==> src/rtl/line_buf_ctrl_pkg.sv <==
// Shared types and derived frame constants for the line-buffer controller.
package lbm_pkg;

    typedef enum logic [2:0] {
        IDLE,
        FILL,
        STREAM,
        FLUSH,
        DONE
    } state_t;

    // Push count at which the taps first hold a full 3-row window.
    function automatic int unsigned FILL_LEN(input int unsigned w);
        return 3 * w;
    endfunction

    function automatic int unsigned LAST_IN(input int unsigned w, input int unsigned h);
        return w * h;
    endfunction

    function automatic int unsigned LAST_PUSH(input int unsigned w, input int unsigned h);
        return w * h + w - 1;
    endfunction

endpackage

==> src/rtl/line_buf_ctrl_if.sv <==
// Pixel-in, line-buffer shift and window-out signals of the line-buffer controller.
interface line_buf_ctrl_if #(
    parameter int SCREEN_WIDTH  = 8,
    parameter int SCREEN_HEIGHT = 4,
    parameter int N_BITS        = 15
);
    localparam int CW = $clog2(SCREEN_WIDTH);
    localparam int RW = $clog2(SCREEN_HEIGHT);

    logic [N_BITS-1:0] pix_in;
    logic              in_valid;
    logic              in_ready;
    logic [N_BITS-1:0] buf_d;
    logic              buf_en_n;
    logic              win_valid;
    logic              win_ready;
    logic [CW-1:0]     win_col;
    logic [RW-1:0]     win_row;

    modport master (
        input  pix_in, in_valid, win_ready,
        output in_ready, buf_d, buf_en_n, win_valid, win_col, win_row
    );

    modport slave (
        output pix_in, in_valid, win_ready,
        input  in_ready, buf_d, buf_en_n, win_valid, win_col, win_row
    );

endinterface

==> src/rtl/line_buf_ctrl.sv <==
// Sequences one frame of pixels into an external line buffer and flags when
// its three taps form a valid window, with window coordinates and handshake.
module line_buf_ctrl
    import lbm_pkg::*;
#(
    parameter int SCREEN_WIDTH  = 8,
    parameter int SCREEN_HEIGHT = 4,
    parameter int N_BITS        = 15
) (
    input  logic                clk,
    input  logic                reset,
    input  logic                start,
    line_buf_ctrl_if.master     lb,
    output logic                busy,
    output logic                frame_done
);
    localparam int unsigned PW = $clog2(SCREEN_WIDTH * SCREEN_HEIGHT + SCREEN_WIDTH);
    localparam int unsigned CW = $clog2(SCREEN_WIDTH);
    localparam int unsigned RW = $clog2(SCREEN_HEIGHT);

    localparam logic [PW-1:0] P_FILL      = PW'(FILL_LEN(SCREEN_WIDTH));
    localparam logic [PW-1:0] P_LAST_IN   = PW'(LAST_IN(SCREEN_WIDTH, SCREEN_HEIGHT));
    localparam logic [PW-1:0] P_LAST_PUSH = PW'(LAST_PUSH(SCREEN_WIDTH, SCREEN_HEIGHT));
    localparam logic [CW-1:0] COL_LAST    = CW'(SCREEN_WIDTH - 1);

    state_t        state, state_nxt;
    logic [PW-1:0] p, p_inc;
    logic          permit;
    logic          push;

    always_comb begin
        state_nxt   = state;
        p_inc       = p + PW'(1);
        permit      = !lb.win_valid || lb.win_ready;
        push        = 1'b0;
        lb.in_ready = 1'b0;
        lb.buf_d    = '0;
        busy        = 1'b0;
        frame_done  = 1'b0;

        case (state)
            IDLE: begin
                if (start) state_nxt = FILL;
            end
            FILL, STREAM: begin
                busy        = 1'b1;
                lb.in_ready = permit;
                lb.buf_d    = lb.pix_in;
                push        = lb.in_valid && permit;
                // With H == 3 the fill-complete push is also the last input push.
                if (push) begin
                    if (p_inc == P_LAST_IN)   state_nxt = FLUSH;
                    else if (p_inc == P_FILL) state_nxt = STREAM;
                end
            end
            FLUSH: begin
                busy = 1'b1;
                push = permit;
                if (push && p_inc == P_LAST_PUSH) state_nxt = DONE;
            end
            DONE: begin
                frame_done = 1'b1;
                state_nxt  = IDLE;
            end
            default: state_nxt = IDLE;
        endcase

        lb.buf_en_n = !push;
    end

    always_ff @(posedge clk or posedge reset) begin
        if (reset) begin
            state        <= IDLE;
            p            <= '0;
            lb.win_col   <= '0;
            lb.win_row   <= '0;
            lb.win_valid <= 1'b0;
        end else begin
            state <= state_nxt;

            if (state == IDLE && start) begin
                p          <= '0;
                lb.win_col <= '0;
                lb.win_row <= '0;
            end else if (push) begin
                p <= p_inc;
                if (p >= P_FILL) begin
                    if (lb.win_col == COL_LAST) begin
                        lb.win_col <= '0;
                        lb.win_row <= lb.win_row + RW'(1);
                    end else begin
                        lb.win_col <= lb.win_col + CW'(1);
                    end
                end
            end

            // A push that lands in the window range replaces the consumed window.
            if (push && p_inc >= P_FILL && p_inc <= P_LAST_PUSH)
                lb.win_valid <= 1'b1;
            else if (lb.win_valid && lb.win_ready)
                lb.win_valid <= 1'b0;
        end
    end

endmodule

==> src/flat_wrapper.sv <==
// flat-port wrapper written by rule: the top's interface ports become plain ports
module line_buf_ctrl_flat import lbm_pkg::*;
#(
    parameter int SCREEN_WIDTH  = 8,
    parameter int SCREEN_HEIGHT = 4,
    parameter int N_BITS        = 15
)
  (clk, reset, start, busy, frame_done, lb_pix_in, lb_in_valid, lb_win_ready, lb_in_ready, lb_buf_d, lb_buf_en_n, lb_win_valid, lb_win_col, lb_win_row);
  line_buf_ctrl_if #(.SCREEN_WIDTH(SCREEN_WIDTH), .SCREEN_HEIGHT(SCREEN_HEIGHT), .N_BITS(N_BITS)) lb_i ();
  input  logic clk;
  input  logic reset;
  input  logic start;
  output logic busy;
  output logic frame_done;
  input wire logic [$bits(lb_i.pix_in)-1:0] lb_pix_in;
  input wire logic [$bits(lb_i.in_valid)-1:0] lb_in_valid;
  input wire logic [$bits(lb_i.win_ready)-1:0] lb_win_ready;
  output wire logic [$bits(lb_i.in_ready)-1:0] lb_in_ready;
  output wire logic [$bits(lb_i.buf_d)-1:0] lb_buf_d;
  output wire logic [$bits(lb_i.buf_en_n)-1:0] lb_buf_en_n;
  output wire logic [$bits(lb_i.win_valid)-1:0] lb_win_valid;
  output wire logic [$bits(lb_i.win_col)-1:0] lb_win_col;
  output wire logic [$bits(lb_i.win_row)-1:0] lb_win_row;
  assign lb_i.pix_in = lb_pix_in;
  assign lb_i.in_valid = lb_in_valid;
  assign lb_i.win_ready = lb_win_ready;
  assign lb_in_ready = lb_i.in_ready;
  assign lb_buf_d = lb_i.buf_d;
  assign lb_buf_en_n = lb_i.buf_en_n;
  assign lb_win_valid = lb_i.win_valid;
  assign lb_win_col = lb_i.win_col;
  assign lb_win_row = lb_i.win_row;
  line_buf_ctrl #(.SCREEN_WIDTH(SCREEN_WIDTH), .SCREEN_HEIGHT(SCREEN_HEIGHT), .N_BITS(N_BITS)) u_core (.clk(clk), .reset(reset), .start(start), .lb(lb_i), .busy(busy), .frame_done(frame_done));
endmodule
==> config.mk <==
export PLATFORM = sky130hd
export DESIGN_NAME = line_buf_ctrl_flat
export DESIGN_NICKNAME = d
export VERILOG_FILES = /design/src/rtl/line_buf_ctrl_pkg.sv /design/src/rtl/line_buf_ctrl_if.sv /design/src/rtl/line_buf_ctrl.sv /design/src/flat_wrapper.sv
export SDC_FILE = /design/constraint.sdc
export NUM_CORES = 1
export LEC_CHECK = 0
export BUFFER_PORTS_ARGS = -buffer_cell sky130_fd_sc_hd__buf_2
export CAP_MARGIN = 20
export CORE_UTILIZATION = 50
export CTS_BUF_LIST = sky130_fd_sc_hd__clkbuf_4 sky130_fd_sc_hd__clkbuf_8 sky130_fd_sc_hd__clkbuf_16
export CTS_CLUSTER_DIAMETER = 30
export DETAILED_ROUTE_END_ITERATION = 12
export PLACE_DENSITY = 0.81
export SETUP_SLACK_MARGIN = 0.15
export SLEW_MARGIN = 25
export SYNTH_ARGS = -nofsm -noshare
export SYNTH_HDL_FRONTEND = slang
export SYNTH_SLANG_ARGS = --single-unit
==> constraint.sdc <==
create_clock -name clk -period 6.2 [get_ports clk]
set_clock_uncertainty 0.05 [all_clocks]
set_input_delay 1.24 -clock clk [delete_from_list [all_inputs] [get_ports clk]]
set_output_delay 1.24 -clock clk [all_outputs]
set_load 0.02 [all_outputs]
==> results of run 1 <==
power by group through the flow:
| stage | clock (W) | combinational (W) | sequential, W |
|---|---|---|---|
| floorplan | 0 | 0.000270 | 0.000156 |
| global placement | 0 | 0.000317 | 0.000174 |
| detailed placement | 0 | 0.000326 | 0.000177 |
| CTS | 0.0000551 | 0.000327 | 0.000175 |
| global route | 0.0000591 | 0.000365 | 0.000184 |
| finish | 0.0000529 | 0.000324 | 0.000176 |
stage by stage:
step | setup WS [ns] | instances | hold WS (ns) | cell area (sq um) | utilization, %
3_3_place_gp | 2.539 | 198 | 0.4547 | 1395 | 62.47
5_1_grt | 2.402 | 202 | 0.5117 | 1423 | 63.70
4_1_cts | 2.516 | 202 | 0.4748 | 1423 | 63.70
3_5_place_dp | 2.520 | 198 | 0.4586 | 1395 | 62.47
6_report | 2.516 | 202 | 0.4745 | 1423 | 63.70
2_1_floorplan | 2.730 | 136 | 0.5032 | 1192 | -
cell type report:
| cell class | count | share of cell area, % |
|---|---|---|
| Sequential cell | 15 | 26.39 |
| Clock inverter | 1 | 0.3518 |
| Multi-Input combinational cell | 104 | 51.89 |
| Timing Repair Buffer | 44 | 15.48 |
| Inverter | 7 | 1.847 |
| Clock buffer | 3 | 1.583 |
| Tap cell | 28 | 2.463 |
cells in the final DEF, fill, tap and decap left out, types with 5 or more instances in the layout:
| master | Yosys | final |
|---|---|---|
| buf_2 | 2 | 44 |
| and2_1 | 19 | 19 |
| dfrtp_1 | 15 | 15 |
| nor2_1 | 9 | 9 |
| nand3_1 | 8 | 8 |
| nand2_1 | 6 | 6 |
| inv_1 | 6 | 6 |
| ha_1 | 6 | 6 |
| o21ai_0 | 5 | 5 |
critical path: cells and delay by family:
family | cells | cell delay (ns)
buf+inv | 2 | 0.38
fa+ha+maj | 1 | 0.36
simple gates | 1 | 0.42
sequential cells by signal (all words and copies together), names as in the netlist:
signal	cells
u_core.state	3
u_core.lb.win_row	2
u_core.p	6
u_core.lb.win_valid	1
u_core.lb.win_col	3
metal layers:
metal	vias up	global-route usage (%)	wire, um
met4	0	7.407	16
met2	30	39.11	1285
li1	553	-	-
met3	2	1.190	92
met1	514	27.44	1054
met5	-	0	0
cells by family after synthesis:
kind of cell,share of synthesized area (%)
compound gates,17.10
mux,5.351
buf+inv,6.609
flops,31.48
simple gates,28.65
fa+ha+maj,7.135
xor+xnor,3.673
path summary, 6_finish.rpt:
path	end	depth (start not counted)	slack, ns
setup / recovery	lb_buf_en_n	4	2.52
hold / removal	u_core.lb.win_col[0]	1	0.47
setup reg to reg	u_core.state[0]	6	3.94
hold reg to reg	u_core.lb.win_col[0]	1	0.47
max in group asynchronous	u_core.lb.win_valid	2	4.80
min in group asynchronous	u_core.p[0]	2	0.94
==> reports/metrics.yaml, run 1 <==
drt:
  vias: 1099
  via_per_inst: 5.441
  drtIter0Drc: 14
  routedWlPerCell_um: 12.12
  drtAntennaViolNets: 0
  firstDrtPassIters: 4
  drc: 0
  wirelength_um: 2449
setup_path:
  crit_type: "in -> out"
  crit_arrival_ns: 2.39
  cpPeakStageDelay_ns: 0.42
  worst-path-max-fanout: 17
  r2r-start: "u_core.p[1]"
  startpoint_type: "primary input"
  worstPathRequired_ns: 4.91
  crit_start: "lb_in_valid"
  slowest_stage: "nand3b_1"
  cp-end-kind: "primary output"
  path_cells: "buf_2, maj3_1, nand3b_1, buf_2"
  cpMostUsedCell: "buf_2"
min_path:
  hp-class: "reg -> reg"
  min_from: "u_core.lb.win_col[0]"
floorplanning:
  die_h_um: 50.84
  ios: 45
  dieArea_sq_mm: 0.002584
  rows: 17
  design.core.area_sq_mm: 0.002233
  die_x_um: 50.84
  start_util_pct: 53.39
grt:
  grt_antenna_before_repair: 0
  grt_pass1_vias: 1010
  grt_overflow: 0
  grt.total_usage_pct: 21.70
  grt_max_degree: 20
  grt_first_pass_wirelength_um: 4374
sta:
  worst_pin_slew_ns: 0.8657
  timing.final.max_slew_violations: 0
  hold_viol: 0
  setup_viol: 0
  fmax_mhz: 271.4
  rsz0062_at_grt: "no"
  period_needed_ns: 3.684
  period_share_pct: 59.43
  max_slew_margin_pct: 42.08
  setup_tns_ns: 0
final_layout:
  layout.nets: 201
  seq_area_sq_um: 375.4
  n_fill_cell: 193
  layout-area-overhead-vs-synth_pct: 19.31
  drive_gt1_share_pct: 34.48
  antennaDiodeCount: 0
  multiInputGateArea_sq_um: 738.2
clock_network:
  h-tree-depth: 1
  clock_sinks: 15
  cts_tree: "built"
  cts_setup_buffers: 0
  postCtsResizedCells: 0
  cts_buffers: 3
  clockBufferDepth: 2
  clk_latency_ns: 0.27
  hold_buffers: 0
  cts.clk_slew.worst_paths_ns: 0.09
  root_buffer: "clkbuf_4"
synthesis:
  ys.flop_type: "dfrtp_1"
  synth.area.top_cells: "dfrtp_1 (31%), and2_1 (10%), ha_1 (6.3%), nand3_1 (3.4%), nor2_1 (2.8%)"
  avgSynthCellArea_sq_um: 8.768
  synth_edf_count: 0
  yosysTopAreaCell: "dfrtp_1"
  syn_nets: 162
  synth_warnings: 0
  ys_seq_area_share_pct: 31.48
  synth_top_area_share_pct: 31.48
  synthArstFlopShare_pct: 100.0
  ys_seq_elements: 15
  synth_cells: 136
  yosys.cell_types.count: 49
  netlist_area_sq_mm: 0.001192
  netlist_top_cells_count: "and2_1 (19), dfrtp_1 (15), nor2_1 (9)"
  yosys.cell_count.top_type: "and2_1"
place:
  routabilityCongestion: 0.8130
  io_buffers: 44
  place_hpwl_um: 1977
power_and_ir_drop:
  power_per_cell_area_mw_per_mm2: 388.9
  netSwitchingFraction_pct: 49.43
  combPwrFrac_pct: 58.6
  vdd_ir_drop_max_uv: 226.1
  p_switching_w: 0.0002735
  power_frac_seq_pct: 31.9
  p_clk_share_pct: 9.6
  internal-power_w: 0.0002798
  power.total_w: 0.0005533
  leakagePower_nw: 0.7102
outcome:
  status: "complete, no violations"
job:
  maxCapViolCount: 0
(Power assumes the default switching activity.)
==> run 2: changes to the inputs <==
--- a/config.mk
+++ b/config.mk
@@ -7,11 +7,11 @@
 export LEC_CHECK = 0
 export BUFFER_PORTS_ARGS = -buffer_cell sky130_fd_sc_hd__buf_2
 export CAP_MARGIN = 20
-export CORE_UTILIZATION = 50
+export CORE_UTILIZATION = 44
 export CTS_BUF_LIST = sky130_fd_sc_hd__clkbuf_4 sky130_fd_sc_hd__clkbuf_8 sky130_fd_sc_hd__clkbuf_16
 export CTS_CLUSTER_DIAMETER = 30
 export DETAILED_ROUTE_END_ITERATION = 12
-export PLACE_DENSITY = 0.81
+export PLACE_DENSITY = 0.76
 export SETUP_SLACK_MARGIN = 0.15
 export SLEW_MARGIN = 25
 export SYNTH_ARGS = -nofsm -noshare
==> constraint.sdc (replaced) <==
create_clock -name clk -period 3.27 [get_ports clk]
set_clock_uncertainty 0.05 [all_clocks]
set_input_delay 0.654 -clock clk [delete_from_list [all_inputs] [get_ports clk]]
set_output_delay 0.654 -clock clk [all_outputs]
set_load 0.02 [all_outputs]
==> reports/metrics.yaml, run 2 (synthesis results as in run 1) <==
final_layout:
  n_fill_cell: 235  # +22%
  top_regs: "u_core.p (6), u_core.lb.win_col (3), u_core.state (3)"
  largest_register_ffs: 6  # unchanged
  multiInputGateArea_sq_um: 738.2  # unchanged
  registers.top_by_ff_count: "u_core.p"
  layout-area-overhead-vs-synth_pct: 20.15
  drive_gt1_share_pct: 34.86  # +0.37 points
  final_common_cell: "buf_2"
  seq_area_sq_um: 375.4  # unchanged
  layout.nets: 202  # +0.50%
  antennaDiodeCount: 0  # unchanged
  layout_common_cells: "buf_2 (44), and2_1 (19), dfrtp_1 (15), nor2_1 (9), nand3_1 (8)"
clock_network:
  hold_buffers: 0  # unchanged
  cts_buffers: 3  # unchanged
  clk_latency_ns: 0.28  # about the same
  cts_tree: "built"
  clock_sinks: 15  # unchanged
  postCtsResizedCells: 0  # unchanged
  cts_setup_buffers: 0  # unchanged
  cts.clk_slew.worst_paths_ns: 0.08  # about the same
  h-tree-depth: 1  # unchanged
  root_buffer: "clkbuf_4"
  clockBufferDepth: 2  # unchanged
sta:
  max_slew_margin_pct: 46.75  # +4.7 points
  setup_tns_ns: 0  # unchanged
  timing.final.ws_setup_ns: 0.6118  # -1.904 ns
  timing.final.max_slew_violations: 0  # unchanged
  worst_pin_slew_ns: 0.7957  # -0.06992 ns
  setup_viol: 0  # unchanged
  hold_viol: 0  # unchanged
  rsz0062_at_grt: "no"
  fmax_mhz: 376.2
  period_share_pct: 81.29
  whs_ns: 0.3563  # -0.1183 ns
  period_needed_ns: 2.658
place:
  routabilityCongestion: 0.8226  # +1.2%
  place_hpwl_um: 2057  # +4.1%
  io_buffers: 44  # unchanged
  post-place-ws_ns: 0.8900  # -1.630 ns
grt:
  grt_overflow: 0  # unchanged
  grt_first_pass_wirelength_um: 3926  # -10%
  grt_antenna_before_repair: 0  # unchanged
  grt_pass1_vias: 958  # -5.1%
  grt_max_degree: 20  # unchanged
  grt.total_usage_pct: 18.10  # -3.6 points
outcome:
  status: "complete, no violations"
floorplanning:
  rows: 18  # +1
  die_h_um: 54.06  # +6.3%
  dieArea_sq_mm: 0.002922  # +13%
  die_x_um: 54.06  # +6.3%
  ios: 45  # unchanged
  start_util_pct: 47.27  # -6.1 points
  design.core.area_sq_mm: 0.002522  # +13%
power_and_ir_drop:
  leakagePower_nw: 0.7150  # +0.67%
  power_per_cell_area_mw_per_mm2: 741.8  # +91%
  vdd_ir_drop_max_uv: 464.3  # +110%
drt:
  wirelength_um: 2566  # +4.8%
  vias: 1080  # -1.7%
  routedWlPerCell_um: 12.52  # +3.2%
  drtIter0Drc: 11  # -3
  drtAntennaViolNets: 0  # unchanged
  via_per_inst: 5.268  # -3.2%
  drc: 0  # unchanged
  firstDrtPassIters: 4  # unchanged
setup_path:
  crit_arrival_ns: 1.95  # -0.44 ns
  cp-end-kind: "primary output"
  startpoint_type: "flip-flop"
  worst-path-max-fanout: 19  # +2
  crit_type: "reg -> out"
  worstPathRequired_ns: 2.57  # -2.34 ns
min_path:
  hp-class: "in -> async"
job:
  maxCapViolCount: 0  # unchanged
## run 2: changes by cell type in the layout (fill, tap and decap cells not counted)
| cell | previous run | this run |
|---|---|---|
| buf_4 | 0 | 1 |
## run 2: final cells by class
type,count,area share (%)
multi-input cells,104,51.53
flip-flops and latches,15,26.20
repair buffers,45,15.90
well taps,30,2.620
inverters,7,1.834
clock buffers,3,1.572
clock inverters,1,0.3493
## run 2: critical path, cell delays in order (launching register included)
cell and delay [ns]:
dfrtp_1 0.48, xnor2_1 0.17, nor2_1 0.61, and2_1 0.24
buf_2 0.17
## run 2: path summary, 6_finish.rpt
path | from | to | slack (ns) | depth (start not counted)
setup / recovery | u_core.state[1] | lb_buf_d[7] | 0.61 | 4
hold / removal | reset | u_core.lb.win_col[2] | 0.36 | 2
setup reg to reg | u_core.p[0] | u_core.state[0] | 1.02 | 6
hold reg to reg | u_core.lb.win_col[0] | u_core.lb.win_col[0] | 0.49 | 1
max in group asynchronous | reset | u_core.p[1] | 2.45 | 2
min in group clk | u_core.lb.win_col[0] | u_core.lb.win_col[0] | 0.49 | 1
## run 2: stage by stage
stage | std cells | utilization, % | power, W | instance area [sq um]
floorplan | 136 | - | 0.0008088 | 1192
global placement | 201 | 55.70 | 0.0009350 | 1405
detailed placement | 201 | 55.70 | 0.0009654 | 1405
CTS | 205 | 56.80 | 0.001071 | 1433
global route | 205 | 56.80 | 0.001168 | 1433
finish | 205 | 56.80 | 0.001063 | 1433
## run 2: per-layer routing
metal	global-route usage, %	vias up	share of wire [%]
met1	22.56	493	44
met3	1.130	4	3.1
li1	-	559	-
met4	8.120	0	1.4
met2	31.69	24	52
met5	0	-	0
## run 2: power breakdown
part           total, W  leakage, nW  internal [W]  switching [W]
Sequential     0.000336        0.198      0.000236       0.000101
Combinational  0.000625        0.500      0.000256       0.000369
Clock          0.000101       0.0177     0.0000454      0.0000557
==> run 3: changes to the inputs <==
==> constraint.sdc (replaced) <==
create_clock -name clk -period 2.28 [get_ports clk]
set_clock_uncertainty 0.05 [all_clocks]
set_input_delay 0.456 -clock clk [delete_from_list [all_inputs] [get_ports clk]]
set_output_delay 0.456 -clock clk [all_outputs]
set_load 0.02 [all_outputs]
==> reports/metrics.yaml, run 3 (synthesis results as in run 1) <==
outcome:
  status: "complete, no violations"
setup_path:
  crit_arrival_ns: 2.22  # +0.27 ns
  r2r_slack_ns: 0.24  # -0.78 ns
  cp-end-kind: "flip-flop"
  startpoint_type: "flip-flop"
  crit_type: "reg -> reg"
  r2r_cells: 5  # -1
  worstPathRequired_ns: 2.46  # -0.11 ns
  worst-path-max-fanout: 10  # -9
floorplanning:
  die_h_um: 54.06  # unchanged
  die_x_um: 54.06  # unchanged
  dieArea_sq_mm: 0.002922  # unchanged
  ios: 45  # unchanged
  start_util_pct: 47.27  # unchanged
  rows: 18  # unchanged
  design.core.area_sq_mm: 0.002522  # unchanged
sta:
  period_needed_ns: 2.036
  max_slew_margin_pct: 63.06  # +16 points
  period_share_pct: 89.29
  fmax_mhz: 491.2
  timing.final.ws_setup_ns: 0.2441  # -0.3677 ns
  worst_pin_slew_ns: 0.5535  # -0.2423 ns
  timing.final.max_slew_violations: 0  # unchanged
  setup_viol: 0  # unchanged
  setup_tns_ns: 0  # unchanged
  rsz0062_at_grt: "yes"
  hold_viol: 0  # unchanged
drt:
  drtIter0Drc: 35  # +24
  vias: 1136  # +5.2%
  routedWlPerCell_um: 12.71  # +1.6%
  wirelength_um: 2721  # +6.0%
  via_per_inst: 5.308  # +0.76%
  drc: 0  # unchanged
  drtAntennaViolNets: 0  # unchanged
  firstDrtPassIters: 4  # unchanged
power_and_ir_drop:
  leakagePower_nw: 0.7539  # +5.4%
  power.total_w: 0.001639  # +54%
  vdd_ir_drop_max_uv: 724.8  # +56%
  power_per_cell_area_mw_per_mm2: 1089  # +47%
final_layout:
  top_regs: "u_core.p (6), u_core.lb.win_col (3), u_core.state (3)"
  layout.nets: 211  # +4.5%
  drive_gt1_share_pct: 39.67  # +4.8 points
  largest_register_ffs: 6  # unchanged
  layout_common_cells: "buf_2 (44), and2_1 (19), dfrtp_1 (13), buf_4 (10), nor2_1 (9)"
  registers.top_by_ff_count: "u_core.p"
  final_common_cell: "buf_2"
  antennaDiodeCount: 0  # unchanged
  layout-area-overhead-vs-synth_pct: 26.23
grt:
  grt_overflow: 0  # unchanged
  grt_pass1_vias: 972  # +1.5%
  grt_antenna_before_repair: 0  # unchanged
  grt_max_degree: 16  # -20%
  grt_first_pass_wirelength_um: 4229  # +7.7%
  grt.total_usage_pct: 20.09  # +2.0 points
place:
  place_hpwl_um: 2193  # +6.6%
  io_buffers: 44  # unchanged
  routabilityCongestion: 0.8674  # +5.4%
  post-place-ws_ns: 0.2120  # -0.6780 ns
clock_network:
  cts_buffers: 3  # unchanged
  cts.clk_slew.worst_paths_ns: 0.09  # about the same
  root_buffer: "clkbuf_4"
  h-tree-depth: 1  # unchanged
  cts_tree: "built"
  clk_latency_ns: 0.29  # about the same
  clock_sinks: 15  # unchanged
  clockBufferDepth: 2  # unchanged
job:
  maxCapViolCount: 0  # unchanged
min_path:
  hp-class: "in -> async"
-- run 3: final cells by class --
cell class	count	area, sq um
clock buffers	3	22.52
inverters	7	26.28
fillers	229	1017
multi-input cells	104	740.7
repair buffers	54	295.3
well taps	30	37.54
flip-flops and latches	15	377.9
clock inverters	1	5.005
-- run 3: through the flow --
step / std cells / hold WS [ns] / utilization [%] / cell area, sq um
6_report: 214 / 0.1443 / 59.67 / 1505
5_1_grt: 214 / 0.1948 / 59.67 / 1505
4_1_cts: 214 / 0.1654 / 59.47 / 1500
3_5_place_dp: 209 / 0.4650 / 58.09 / 1465
3_3_place_gp: 209 / 0.4480 / 58.09 / 1465
2_1_floorplan: 136 / 0.3075 / - / 1194
-- run 3: final timing paths --
path | from | end
setup / recovery | u_core.p[2] | u_core.state[0]
hold / removal | reset | u_core.lb.win_col[0]
setup reg to reg | u_core.p[2] | u_core.state[0]
hold reg to reg | u_core.lb.win_col[0] | u_core.lb.win_col[0]
max in group asynchronous | reset | u_core.state[0]
min in group clk | u_core.lb.win_col[0] | u_core.lb.win_col[0]
-- run 3: what timing repair did --
item | 4_1_cts | 5_1_grt
hold buffers | 0 | 0
pin swaps | 1 | 0
setup buffers | 1 | 0
endpoints found under the setup margin | 1 | 14
resized for setup | 0 | 3
-- run 3: critical path, stage by stage, from the launching register on --
cell and delay [ns]:
dfrtp_1 0.53, nand4_2 0.19, or3_4 0.37, a2111o_1 0.43
a221oi_2 0.25, mux2_1 0.16
-- run 3: power by group --
group / switching, W / total (W) / internal, W
registers: 0.0000881 / 0.000428 / 0.000340
logic: 0.000607 / 0.00106 / 0.000449
clock network: 0.0000888 / 0.000154 / 0.0000654
total: 0.000784 / 0.00164 / 0.000855
-- run 3: routing by layer --
| layer | share of wire [%] | GRT usage (%) |
|---|---|---|
| met1 | 43 | 25.69 |
| met2 | 50 | 33.54 |
| met3 | 5.0 | 2.260 |
| met4 | 1.5 | 9.402 |
| met5 | 0 | 0 |
